**src/rtl/fetch_unit_if.sv**
```systemverilog
// rtl/fetch_unit_if.sv - instruction-memory and IF/ID signal bundle for fetch_unit
// Purpose: groups the instruction-memory req/ack bus and the decode-facing IF/ID outputs.
// Ports (master = fetch_unit side):
//   imem_req/imem_addr out, imem_rdata/imem_ack in   instruction-memory read handshake
//   valid/opcode/src/dst/shiftamount/imm/pc_out out  IF/ID register contents for decode
interface fetch_unit_if #(
    parameter int W  = 16,
    parameter int AW = 16
);
    logic          imem_req;
    logic [AW-1:0] imem_addr;
    logic [W-1:0]  imem_rdata;
    logic          imem_ack;

    logic          valid;
    logic [5:0]    opcode;
    logic [2:0]    src;
    logic [2:0]    dst;
    logic [3:0]    shiftamount;
    logic [W-1:0]  imm;
    logic [AW-1:0] pc_out;

    modport master (
        output imem_req, imem_addr,
        input  imem_rdata, imem_ack,
        output valid, opcode, src, dst, shiftamount, imm, pc_out
    );

    modport slave (
        input  imem_req, imem_addr,
        output imem_rdata, imem_ack,
        input  valid, opcode, src, dst, shiftamount, imm, pc_out
    );
endinterface

```
**src/rtl/fetch_unit.sv**
```systemverilog
// rtl/fetch_unit.sv - instruction fetch stage with IF/ID pipeline register
// Purpose: keeps the PC, reads 16-bit words from instruction memory, assembles one- or
// two-word instructions (opcode bit 5 set means an immediate word follows) and presents
// them to decode through the IF/ID register, honouring stall, flush and branch redirect.
// Ports:
//   clk            in   rising-edge clock
//   rst            in   synchronous reset, active low
//   stall          in   hold IF/ID contents while valid
//   flush          in   squash the instruction currently in IF/ID
//   branch_taken   in   redirect fetch to branch_target, discarding all in-flight work
//   branch_target  in   redirect address
//   bus            master modport: imem req/addr/rdata/ack and IF/ID outputs
module fetch_unit #(
    parameter int            W        = 16,
    parameter int            AW       = 16,
    parameter logic [AW-1:0] RESET_PC = '0
) (
    input  logic          clk,
    input  logic          rst,
    input  logic          stall,
    input  logic          flush,
    input  logic          branch_taken,
    input  logic [AW-1:0] branch_target,
    fetch_unit_if.master  bus
);
    typedef enum logic [1:0] {S_FETCH, S_FETCH_IMM, S_PEND} state_t;

    state_t        state_q, state_d;
    logic [AW-1:0] pc_q, pc_d;
    // first word of a two-word instruction and its address
    logic [W-1:0]  first_q, first_d;
    logic [AW-1:0] first_pc_q, first_pc_d;
    // one-deep buffer for a completed instruction blocked by a stalled IF/ID
    logic [W-1:0]  pend_instr_q, pend_instr_d;
    logic [W-1:0]  pend_imm_q, pend_imm_d;
    logic [AW-1:0] pend_pc_q, pend_pc_d;
    // IF/ID register
    logic          valid_q, valid_d;
    logic [W-1:0]  instr_q, instr_d;
    logic [W-1:0]  imm_q, imm_d;
    logic [AW-1:0] pc_out_q, pc_out_d;

    logic          ack_ok;
    logic          ifid_free;
    logic          done;
    logic [W-1:0]  done_instr, done_imm;
    logic [AW-1:0] done_pc;

    // Held low during reset so an ack arriving then is ignored.
    assign bus.imem_req  = rst && (state_q != S_PEND);
    assign bus.imem_addr = pc_q;
    assign ack_ok        = bus.imem_req && bus.imem_ack;
    // A stall only blocks loading when there is a live instruction to protect.
    assign ifid_free     = !valid_q || !stall;

    always_comb begin
        state_d      = state_q;
        pc_d         = pc_q;
        first_d      = first_q;
        first_pc_d   = first_pc_q;
        pend_instr_d = pend_instr_q;
        pend_imm_d   = pend_imm_q;
        pend_pc_d    = pend_pc_q;
        valid_d      = valid_q;
        instr_d      = instr_q;
        imm_d        = imm_q;
        pc_out_d     = pc_out_q;
        done         = 1'b0;
        done_instr   = '0;
        done_imm     = '0;
        done_pc      = '0;

        case (state_q)
            S_FETCH: begin
                if (ack_ok) begin
                    pc_d = pc_q + AW'(1);
                    if (bus.imem_rdata[15]) begin
                        first_d    = bus.imem_rdata;
                        first_pc_d = pc_q;
                        state_d    = S_FETCH_IMM;
                    end else begin
                        done       = 1'b1;
                        done_instr = bus.imem_rdata;
                        done_pc    = pc_q;
                    end
                end
            end
            S_FETCH_IMM: begin
                if (ack_ok) begin
                    pc_d       = pc_q + AW'(1);
                    done       = 1'b1;
                    done_instr = first_q;
                    done_imm   = bus.imem_rdata;
                    done_pc    = first_pc_q;
                end
            end
            S_PEND: begin
                done       = 1'b1;
                done_instr = pend_instr_q;
                done_imm   = pend_imm_q;
                done_pc    = pend_pc_q;
            end
            default: state_d = S_FETCH;
        endcase

        if (done) begin
            if (ifid_free) begin
                state_d = S_FETCH;
            end else begin
                pend_instr_d = done_instr;
                pend_imm_d   = done_imm;
                pend_pc_d    = done_pc;
                state_d      = S_PEND;
            end
        end

        // IF/ID: a completing instruction beats flush (flush targets the old one);
        // with no stall the old instruction has been consumed and leaves as a bubble.
        if (branch_taken || (!(done && ifid_free) && (flush || !stall))) begin
            valid_d  = 1'b0;
            instr_d  = '0;
            imm_d    = '0;
            pc_out_d = '0;
        end else if (done && ifid_free) begin
            valid_d  = 1'b1;
            instr_d  = done_instr;
            imm_d    = done_imm;
            pc_out_d = done_pc;
        end

        // Redirect drops partial instruction, pending buffer and any same-cycle ack.
        if (branch_taken) begin
            state_d = S_FETCH;
            pc_d    = branch_target;
        end
    end

    always_ff @(posedge clk) begin
        if (!rst) begin
            state_q      <= S_FETCH;
            pc_q         <= RESET_PC;
            first_q      <= '0;
            first_pc_q   <= '0;
            pend_instr_q <= '0;
            pend_imm_q   <= '0;
            pend_pc_q    <= '0;
            valid_q      <= 1'b0;
            instr_q      <= '0;
            imm_q        <= '0;
            pc_out_q     <= '0;
        end else begin
            state_q      <= state_d;
            pc_q         <= pc_d;
            first_q      <= first_d;
            first_pc_q   <= first_pc_d;
            pend_instr_q <= pend_instr_d;
            pend_imm_q   <= pend_imm_d;
            pend_pc_q    <= pend_pc_d;
            valid_q      <= valid_d;
            instr_q      <= instr_d;
            imm_q        <= imm_d;
            pc_out_q     <= pc_out_d;
        end
    end

    assign bus.valid       = valid_q;
    assign bus.opcode      = instr_q[15:10];
    assign bus.src         = instr_q[9:7];
    assign bus.dst         = instr_q[6:4];
    assign bus.shiftamount = instr_q[3:0];
    assign bus.imm         = imm_q;
    assign bus.pc_out      = pc_out_q;
endmodule

```
**src/flat_wrapper.sv**
```systemverilog
// flat-port wrapper written by rule: the top's interface ports become plain ports
module fetch_unit_flat 
#(
    parameter int            W        = 16,
    parameter int            AW       = 16,
    parameter logic [AW-1:0] RESET_PC = '0
)
  (clk, rst, stall, flush, branch_taken, branch_target, bus_imem_req, bus_imem_addr, bus_imem_rdata, bus_imem_ack, bus_valid, bus_opcode, bus_src, bus_dst, bus_shiftamount, bus_imm, bus_pc_out);
  fetch_unit_if #(.W(W), .AW(AW)) bus_i ();
  input  logic clk;
  input  logic rst;
  input  logic stall;
  input  logic flush;
  input  logic branch_taken;
  input  logic [AW-1:0] branch_target;
  output wire logic [$bits(bus_i.imem_req)-1:0] bus_imem_req;
  output wire logic [$bits(bus_i.imem_addr)-1:0] bus_imem_addr;
  input wire logic [$bits(bus_i.imem_rdata)-1:0] bus_imem_rdata;
  input wire logic [$bits(bus_i.imem_ack)-1:0] bus_imem_ack;
  output wire logic [$bits(bus_i.valid)-1:0] bus_valid;
  output wire logic [$bits(bus_i.opcode)-1:0] bus_opcode;
  output wire logic [$bits(bus_i.src)-1:0] bus_src;
  output wire logic [$bits(bus_i.dst)-1:0] bus_dst;
  output wire logic [$bits(bus_i.shiftamount)-1:0] bus_shiftamount;
  output wire logic [$bits(bus_i.imm)-1:0] bus_imm;
  output wire logic [$bits(bus_i.pc_out)-1:0] bus_pc_out;
  assign bus_imem_req = bus_i.imem_req;
  assign bus_imem_addr = bus_i.imem_addr;
  assign bus_i.imem_rdata = bus_imem_rdata;
  assign bus_i.imem_ack = bus_imem_ack;
  assign bus_valid = bus_i.valid;
  assign bus_opcode = bus_i.opcode;
  assign bus_src = bus_i.src;
  assign bus_dst = bus_i.dst;
  assign bus_shiftamount = bus_i.shiftamount;
  assign bus_imm = bus_i.imm;
  assign bus_pc_out = bus_i.pc_out;
  fetch_unit #(.W(W), .AW(AW), .RESET_PC(RESET_PC)) u_core (.clk(clk), .rst(rst), .stall(stall), .flush(flush), .branch_taken(branch_taken), .branch_target(branch_target), .bus(bus_i));
endmodule
```
**config.mk**
```make
export PLATFORM = sky130hd
export DESIGN_NAME = fetch_unit_flat
export DESIGN_NICKNAME = d
export VERILOG_FILES = /design/src/rtl/fetch_unit_if.sv /design/src/rtl/fetch_unit.sv /design/src/flat_wrapper.sv
export SDC_FILE = /design/constraint.sdc
export NUM_CORES = 1
export LEC_CHECK = 0
export ABC_AREA = 0
export BUFFER_PORTS_ARGS = -buffer_cell sky130_fd_sc_hd__buf_2
export CORE_ASPECT_RATIO = 1.4
export CORE_MARGIN = 2
export CORE_UTILIZATION = 26
export CTS_CLUSTER_SIZE = 16
export DETAILED_ROUTE_END_ITERATION = 16
export SLEW_MARGIN = 25
export SYNTH_ARGS = -nofsm -noshare
export SYNTH_HDL_FRONTEND = slang
export SYNTH_SLANG_ARGS = --single-unit
```
**constraint.sdc**
```tcl
create_clock -name clk -period 2.75 [get_ports clk]
set_clock_uncertainty 0.05 [all_clocks]
set_input_delay 0.55 -clock clk [delete_from_list [all_inputs] [get_ports clk]]
set_output_delay 0.55 -clock clk [all_outputs]
set_load 0.01 [all_outputs]
```
==> metrics.txt <==
vias in the first global route 4856; filler cell count in the final layout 2454; leading register cell type out of synthesis sky130_fd_sc_hd__dfxtp_1; Vias per Instance 4.873; antenna violations before repair 0; total DRC errors in the routed layout 0; post-synthesis to final-layout area growth 23.57%; slowest cell on the critical path sky130_fd_sc_hd__a2111oi_4; Critical path buffers and inverters 2; Max-Cap Viols 0; first-pass detailed-route iteration total 5; GRT Total Usage 0.1406; summed instance area of the synthesized netlist 6127 um^2; global placement routability congestion 0.8111; number of port buffers 103; family with the most delay on the worst path compound AO/OA/AOI/OAI gates; highest cell delay on the worst timing path 460 ps; Setup Slack @ Placement 398.3 ps; CTS tree yes; startpoint of the worst register-to-register path u_core.state_q[1]$_SDFFE_PP0P_; antenna viol nets, final 0; detailed-route via count 5341; path type of the worst setup path reg2reg; CP max FO 34; Hold Buf Count CTS 0; post-synthesis xor/xnor area fraction 0.008577; fraction of final layout cells with drive strength greater than 1 0.2165; Synth Net Count 736; Syn Area/Cell 8.841 um^2; clock tree root driver cell sky130_fd_sc_hd__clkbuf_16; total design power 0.004842 W; Post-Syn Instances 693; RSZ-0062 raised after global routing false; post-synthesis cell type with the largest combined area sky130_fd_sc_hd__dfxtp_1; count of endpoints failing setup in the final report 0; Hold Vio Cnt, Final 0; clock buffer count from CTS 17; complex-gate fraction of the synthesized area 0.3000; half-perimeter wire length after detailed placement 12160 um; layout net count 820; max-slew violations 0; worst min-delay path class in2reg; Final Routed Wirelength 17280 um; number of H-tree levels 4; Clock Sink Count 147; crit path launch type flop; number of DRC violations after detailed-routing iteration 0 447; proportion of synthesized chip area in sequential cells 0.4803; simple-gate share of the synthesized area 0.1462; clock latency on the worst-skew pair 420 ps; power per cell area 639.5 nW/um^2; register clock-pin slew on the reported worst setup and hold paths 70 ps; Top-Level Pins 104; signal arrival time at the worst endpoint 2660 ps; number of enable flip-flop cells after synthesis 0; Post-CTS Resized 0; #FFs+latches synth 147; Sequential cell area 2943 um^2; peak supply drop 0.4870 mV; final worst setup slack 362.5 ps; Vert. Die Dim 185.6 um; highest-count cells in the layout ignoring fill and taps 147 x sky130_fd_sc_hd__dfxtp_1, 103 x sky130_fd_sc_hd__buf_2, 92 x sky130_fd_sc_hd__nor2_1; Syn. warnings 0; share of the synthesized area in the top cell type 0.4803; Hold Crit Start branch_target[6]; Ant. Diodes 0; # Post-CTS Setup Buffers 0; width of the chip 133.7 um; Die Area 24830 um^2; GRT Residual Overflow 0; pin count of the biggest net entering global routing 55; share of synthesized flip-flops with an asynchronous set or reset 0; status completed; placeable core region 23200 um^2; period utilization 0.8682; proportion of synthesized area in mux cells 0.001634; number of rows created at floorplan 66; crit path capture type flop; Tightest Pin Transition 626.3 ps; cell-by-cell listing of the critical path inv_1 > ha_1 > nand2b_1 > a2111oi_4 > buf_4 > nor2_1 > a211oi_1; Setup Total Neg Slack 0 ps; final critical-path required period 2388 ps; area occupied by multi-input gates 2878 um^2; initial core utilization 0.2640; maximum operating frequency 418.8 MHz; count of different cell masters after synthesis 50; worst path required time 3020 ps; first-pass GRT wire length 27430 um; adder and majority cell fraction of the synthesized area 0.01021; most common library cell in the layout ignoring fill and taps sky130_fd_sc_hd__dfxtp_1; worst-case headroom to the max-slew limit 0.5786; Clock Path Buffers 2; Leak Pwr 2.741 nW; most area-consuming cells after synthesis sky130_fd_sc_hd__dfxtp_1 48%, sky130_fd_sc_hd__a211oi_1 10%, sky130_fd_sc_hd__a22oi_1 5.8%; main combinational cell family by area after synthesis compound AO/OA/AOI/OAI gates; worst setup path startpoint u_core.state_q[1]$_SDFFE_PP0P_; routed wire length per instance 15.76 um
sequential cells by signal (all words and copies together) (netlist names):
name,cells
u_core.bus.imem_addr,16
u_core.bus.imm,16
u_core.bus.pc_out,16
u_core.bus.valid,1
u_core.first_pc_q,16
u_core.first_q,16
u_core.instr_q,16
u_core.pend_imm_q,16
u_core.pend_instr_q,16
u_core.pend_pc_q,16
u_core.state_q,2
cell type report:
class                           instances  share of cell area
Clock buffer                           17             0.05619
Clock inverter                         15             0.02132
Inverter                               10            0.004958
Multi-Input combinational cell        471              0.3801
Sequential cell                       147              0.3887
Tap cell                              306             0.05057
Timing Repair Buffer                  130             0.09817
routing by layer:
layer / up-vias / global-route usage / wire length (um)
met5: - / 0 / 0
met4: 0 / 0.04340 / 141
met3: 10 / 0.02996 / 617
met2: 123 / 0.2445 / 8855
met1: 2491 / 0.1735 / 7663
li1: 2717 / - / -
cells by family (layout without fill, tap and decap cells):
logic type	after synthesis	after routing
and+or+nand+nor	203	203
xor gates and xnor gates	6	6
adders and majority gates	5	5
DFF	147	147
buffers and inverters	75	172
AOI/OAI and AO/OA	256	256
muxes	1	1
worst paths after layout:
kind                            depth (start not counted)                              endpoint  slack, ps
worst min-delay path                                    3  u_core.bus.imem_addr[6]$_SDFFE_PN0P_        320
worst max register to register                          7  u_core.pend_instr_q[15]$_SDFFE_PN0P_        360
worst max-delay path                                    7  u_core.pend_instr_q[15]$_SDFFE_PN0P_        360
worst min register to register                          2       u_core.first_q[12]$_SDFFE_PN0P_        400
Yosys cell counts, types with 6 or more instances:
cell / n
sky130_fd_sc_hd__dfxtp_1: 147
sky130_fd_sc_hd__inv_1: 9
sky130_fd_sc_hd__a21oi_1: 41
sky130_fd_sc_hd__a22oi_1: 47
sky130_fd_sc_hd__clkbuf_1: 34
sky130_fd_sc_hd__nor3_1: 6
sky130_fd_sc_hd__nand2_1: 73
sky130_fd_sc_hd__buf_2: 24
sky130_fd_sc_hd__a211oi_1: 82
sky130_fd_sc_hd__o21ai_0: 23
sky130_fd_sc_hd__nor2_1: 92
sky130_fd_sc_hd__nand3_1: 7
sky130_fd_sc_hd__a22o_1: 40
where the power goes:
group	total (W)	internal [W]	switching, W	leakage [nW]
clock network	0.00231	0.00129	0.00102	0.286
registers	0.00221	0.00217	0.0000403	1.19
logic	0.000329	0.000120	0.000209	1.27
total	0.00484	0.00358	0.00127	2.74
stage by stage:
step	utilization	std cells	hold WS [ps]	instance area (um^2)
2_1_floorplan	-	693	386.6	6127
3_3_place_gp	0.3010	1064	391.8	6984
3_5_place_dp	0.3010	1064	396.8	6984
4_1_cts	0.3263	1096	288.7	7571
5_1_grt	0.3263	1096	329.8	7571
6_report	0.3263	1096	316.3	7571
worst reg2reg max path, stage by stage (launching register included):
cell,delay (ps)
sky130_fd_sc_hd__dfxtp_1,330
sky130_fd_sc_hd__inv_1,100
sky130_fd_sc_hd__ha_1,330
sky130_fd_sc_hd__nand2b_1,340
sky130_fd_sc_hd__a2111oi_4,460
sky130_fd_sc_hd__buf_4,380
sky130_fd_sc_hd__nor2_1,80
sky130_fd_sc_hd__a211oi_1,220
No activity file was read; power rests on OpenSTA's default activity.
